<file path="src/rtl/series_datapath.sv">
// series_datapath: fixed-point registers and arithmetic for the cosh(x) Taylor series.
// Holds X (operand), T (running term), R (accumulated result) and C (coefficient index).
// T and R saturate instead of wrapping.
module series_datapath #(
  parameter int W     = 16,
  parameter int FRAC  = 14,
  parameter int CW    = 4,
  parameter int NITER = 4
) (
  input  logic         clk,
  input  logic         rst,
  input  logic [W-1:0] x_in,
  input  logic         zx,
  input  logic         initx,
  input  logic         ldx,
  input  logic         zt,
  input  logic         initt,
  input  logic         ldt,
  input  logic         zr,
  input  logic         initr,
  input  logic         ldr,
  input  logic         zc,
  input  logic         ldc,
  input  logic         enc,
  input  logic         s0,
  input  logic         s1,
  output logic         co,
  output logic [W-1:0] result
);

  localparam int                      ONE_I = 1 << FRAC;
  localparam logic signed [W-1:0]     ONE   = W'(ONE_I);
  localparam logic signed [W-1:0]     MAXV  = {1'b0, {(W-1){1'b1}}};
  localparam logic signed [W-1:0]     MINV  = {1'b1, {(W-1){1'b0}}};
  localparam logic signed [2*W-1:0]   MAX2  = {{(W+1){1'b0}}, {(W-1){1'b1}}};
  localparam logic signed [2*W-1:0]   MIN2  = {{(W+1){1'b1}}, {(W-1){1'b0}}};
  localparam logic [CW-1:0]           CLAST = CW'(2 * NITER);

  logic signed [W-1:0] x_q, x_d;
  logic signed [W-1:0] t_q, t_d;
  logic signed [W-1:0] r_q, r_d;
  logic [CW-1:0]       c_q, c_d;

  // Reciprocal LUT: entry k holds round(ONE/(k+1)), built at elaboration time.
  logic signed [W-1:0] coef_lut [2**CW];
  for (genvar k = 0; k < 2**CW; k++) begin : g_coef
    localparam int D = k + 1;
    assign coef_lut[k] = W'((ONE_I + D / 2) / D);
  end

  logic signed [W-1:0]   m_op;
  logic signed [2*W-1:0] prod, prod_sh;
  logic signed [W-1:0]   t_mul;
  logic signed [W:0]     sum;
  logic signed [W-1:0]   r_add;

  // Multiplier operand select from {s1,s0}.
  always_comb begin
    m_op = '0;
    unique case ({s1, s0})
      2'b00:   m_op = x_q;
      2'b01:   m_op = coef_lut[c_q];
      2'b10:   m_op = ONE;
      default: m_op = '0;
    endcase
  end

  // T*M rescaled by FRAC (arithmetic shift floors toward -inf), then clamped to W bits.
  always_comb begin
    prod    = t_q * m_op;
    prod_sh = prod >>> FRAC;
    if (prod_sh > MAX2)      t_mul = MAXV;
    else if (prod_sh < MIN2) t_mul = MINV;
    else                     t_mul = prod_sh[W-1:0];
  end

  // R+T in W+1 bits; top two bits disagreeing means the W-bit result overflowed.
  always_comb begin
    sum   = {r_q[W-1], r_q} + {t_q[W-1], t_q};
    r_add = (sum[W] != sum[W-1]) ? (sum[W] ? MINV : MAXV) : sum[W-1:0];
  end

  // Next-state selection per register: zero beats init beats load.
  always_comb begin
    x_d = x_q;
    if (zx)         x_d = '0;
    else if (initx) x_d = ONE;
    else if (ldx)   x_d = x_in;

    t_d = t_q;
    if (zt)         t_d = '0;
    else if (initt) t_d = ONE;
    else if (ldt)   t_d = t_mul;

    r_d = r_q;
    if (zr)         r_d = '0;
    else if (initr) r_d = ONE;
    else if (ldr)   r_d = r_add;

    c_d = c_q;
    if (zc || ldc)  c_d = '0;
    else if (enc)   c_d = c_q + 1'b1;
  end

  // Operand register.
  always_ff @(posedge clk or posedge rst) begin
    if (rst) x_q <= '0;
    else     x_q <= x_d;
  end

  // Running term register.
  always_ff @(posedge clk or posedge rst) begin
    if (rst) t_q <= '0;
    else     t_q <= t_d;
  end

  // Accumulated result register.
  always_ff @(posedge clk or posedge rst) begin
    if (rst) r_q <= '0;
    else     r_q <= r_d;
  end

  // Coefficient index counter; wraps naturally at 2**CW.
  always_ff @(posedge clk or posedge rst) begin
    if (rst) c_q <= '0;
    else     c_q <= c_d;
  end

  assign co     = (c_q == CLAST);
  assign result = r_q;

endmodule

</file>
<file path="config.mk">
export PLATFORM = sky130hd
export DESIGN_NAME = series_datapath
export DESIGN_NICKNAME = d
export VERILOG_FILES = /design/src/rtl/series_datapath.sv
export SDC_FILE = /design/constraint.sdc
export NUM_CORES = 1
export LEC_CHECK = 0
export CAP_MARGIN = 10
export CORE_UTILIZATION = 38
export DETAILED_ROUTE_END_ITERATION = 6
export PLACE_DENSITY = 0.52
export SETUP_SLACK_MARGIN = 0.15
export SYNTH_ARGS = -nofsm -noshare
export SYNTH_HDL_FRONTEND = slang
export SYNTH_SLANG_ARGS = --single-unit
</file>
<file path="constraint.sdc">
create_clock -name clk -period 23.4 [get_ports clk]
set_clock_uncertainty 0.05 [all_clocks]
set_input_delay 7.02 -clock clk [delete_from_list [all_inputs] [get_ports clk]]
set_output_delay 7.02 -clock clk [all_outputs]
set_load 0.01 [all_outputs]
</file>
==> flow_metrics.py <==
metrics = {
    "clock_network": {
        "cts_resized": 0,
        "cts_made_buffers": 5,
        "clock_latency_ns": 0.29,
        "htree_levels": 2,
        "cts_root_buf": "clkbuf_16",
        "clockBufferDepth": 2,
        "cts_sinks": 52,
        "cts_setup_buffers": 0,
        "clk_pin_slew_worst_paths_ns": 0.07,
        "hold_buffers": 0,
        "cts_tree": "yes",
    },
    "floorplan": {
        "die_w_um": 189.9,
        "die-area_sq_um": 36070,
        "die_y_um": 189.9,
        "ios": 49,
        "initial_utilization": 0.3875,
        "rows": 68,
        "core_area_sq_um": 34630,
    },
    "grt": {
        "grt_first_pass_wirelength_mm": 57.08,
        "grtUsageTotal": 0.2023,
        "first_global_vias": 10472,
        "antenna_found_initial": 2,
        "gr-total-overflow": 0,
        "grt_max_degree": 53,
    },
    "cells_and_area": {
        "finalNetCount": 1888,
        "final_common_cell": "inv_1",
        "final_cell_mix": "326 x inv_1, 263 x fa_1, 148 x and2_1, 139 x nand2_1, 101 x ha_1",
        "syn_to_final_growth_pct": 8.681,
        "n_antenna_cell": 0,
        "fillCellCount": 3428,
        "drive_gt1_frac": 0.04287,
        "final-instance-count-excl-fill": 1948,
    },
    "worst_hold_path": {
        "hp-class": "flip-flop to flip-flop",
        "whs_path_depth": 2,
        "min_from": "x_q[9]$_DFFE_PP0P_",
    },
    "power_and_ir_drop": {
        "p_per_area_nw_per_um2": 15.72,
        "p_leak_nw": 7.392,
        "peakVddDrop_v": 0.00003430,
    },
    "route": {
        "wl_per_cell_um": 17.54,
        "ant_nets": 0,
        "via_count": 9853,
        "first_iter_violations": 514,
        "drt_pass1_iterations": 5,
        "drc_errors": 0,
        "vias_per_cell": 5.058,
        "routed_wl_mm": 34.16,
    },
    "place": {
        "port-buffer-count": 48,
        "dpl.cell_count": 1939,
        "dpl.hpwl_mm": 27.18,
        "routabilityCongestion": 0.8510,
    },
    "yosys": {
        "synth_edf_count": 0,
        "async_flop_share": 1.000,
        "synth-main-ff-cell": "dfrtp_1",
        "syn_inst": 1475,
        "synth_cell_types": 63,
        "seq_area_frac_synth": 0.09698,
        "yosysWarnings": 0,
        "synth_fp_nets": 1871,
        "synth_area_sq_um": 13420,
        "ys_seq_elements": 52,
        "syn_area_per_cell_sq_um": 9.097,
    },
    "sta": {
        "rsz0062_at_grt": "false",
        "hold_ws_ns": 0.4759,
        "period_minus_slack_ns": 15.07,
        "fin_crit_sh": 0.6439,
        "fin_tns_setup_ns": 0,
        "worstMarginPinSlew_ns": 1.228,
        "setup_viol": 0,
        "finalHoldViolCount": 0,
        "max_slew_margin": 0.1785,
        "slew_violations": 0,
        "fmax_mhz": 66.37,
    },
    "worst_setup_path": {
        "crit_start": "s0",
        "reg2reg_depth": 24,
        "slowest_stage": "a21oi_1",
        "cp_max_fo": 26,
        "crit_arrival_ns": 15.24,
        "criticalPathCategory": "input port to flip-flop",
        "end_kind": "flip-flop",
        "reg2reg_slack_ns": 14.84,
        "crit_chain": "clkdlybuf4s50_1 > buf_4 > o211ai_2 > a21oi_1 > nand2_1 > inv_1 > fa_1 > fa_1 > inv_1 > fa_1 > fa_1 > inv_1 > fa_1 > fa_1 > ha_1 > a21oi_2 > o21ai_1 > a2111o_1 > nor3_1 > nand2_1 > a31o_2 > o211ai_2 > nor2b_4 > a221o_1",
        "crit_required_ns": 23.57,
        "timing.rr.start": "c_q[1]$_DFFE_PP0P_",
        "start_kind": "input port",
        "max_stage_delay_ns": 0.89,
        "crit_path_frequent_cell": "fa_1",
    },
    "job": {
        "maxCapViolCount": 0,
    },
    "status": {
        "outcome": "finished, final reports clean",
    },
}
sequential cells by signal (all words and copies together) (netlist names):
name    cells
t_q        16
x_q        16
result     16
c_q         4
per-stage QoR:
stage | utilization | setup WS [ns] | power, mW | cell area (sq um)
after global placement | 0.4165 | 8.090 | 0.1552 | 14420
after detailed placement | 0.4165 | 7.983 | 0.1552 | 14420
after global routing | 0.4211 | 7.692 | 0.2409 | 14580
after floorplan | - | 9.175 | 0.1306 | 13420
final | 0.4211 | 8.333 | 0.2292 | 14580
after CTS | 0.4209 | 8.261 | 0.2327 | 14580
Yosys cell counts, types with 7 or more instances:
cell	count	area [sq um]
inv_1	327	1227
fa_1	263	5265
and2_1	148	925.9
nand2_1	139	521.8
ha_1	101	1264
nor2_1	63	236.5
dfrtp_1	52	1301
clkbuf_1	50	187.7
a21oi_1	45	225.2
xnor2_1	25	219.0
mux2i_1	21	210.2
o21ai_0	18	90.09
xor2_1	17	148.9
a221o_1	16	160.2
a22oi_1	16	120.1
nor3_1	16	80.08
a21o_1	15	112.6
nor2b_1	13	81.33
a211oi_1	11	82.58
a31oi_1	9	56.30
nand4_1	9	56.30
nand3_1	7	35.03
o211ai_1	7	52.55
or2_2	7	43.79
where the power goes:
| group | switching (mW) | total [mW] | internal, mW |
|---|---|---|---|
| combinational | 0.0329 | 0.0551 | 0.0221 |
| sequential | 0.00576 | 0.0979 | 0.0921 |
| clock | 0.0336 | 0.0763 | 0.0426 |
| total | 0.0723 | 0.229 | 0.157 |
final timing paths:
| path | end |
|---|---|
| setup / recovery | t_q[0]$_DFFE_PP0P_ |
| hold / removal | x_q[9]$_DFFE_PP0P_ |
| setup reg to reg | t_q[0]$_DFFE_PP0P_ |
| hold reg to reg | x_q[9]$_DFFE_PP0P_ |
| max in group asynchronous | t_q[3]$_DFFE_PP0P_ |
| min in group asynchronous | x_q[14]$_DFFE_PP0P_ |
cell type report:
class                      count  area, sq um  area share
clock buffer                   6        138.9    0.009524
clock inverter                 2        15.01    0.001030
inverter                     327         1227     0.08417
multi-input combinational   1037        10690      0.7333
sequential                    52         1301     0.08923
tap                          455        569.3     0.03904
timing repair buffer          69        638.1     0.04376
logic make-up after synthesis:
logic type               Yosys count  share of synthesized area
AND/OR/NAND/NOR                  419                     0.1581
flip-flops                        52                    0.09698
adder cells (fa/ha/maj)          364                     0.4866
buffers and inverters            386                     0.1100
AO/OA/AOI/OAI                    191                     0.1053
multiplexers                      21                    0.01567
XOR/XNOR                          42                    0.02741
layer usage:
metal / up-vias / wire [um] / track usage
li1: 4602 / - / -
met1: 5078 / 15980 / 0.2857
met2: 161 / 16670 / 0.3477
met3: 12 / 1158 / 0.01513
met4: 0 / 358 / 0.02450
met5: - / 0 / 0
worst max-delay path: cells and delay by family:
family | cells | cell delay [ns]
and+or+nand+nor | 4 | 0.86
adders and majority gates | 7 | 3.65
AOI/OAI and AO/OA | 8 | 2.44
buffers and inverters | 5 | 1.23
Power figures use the tool's default switching activity.
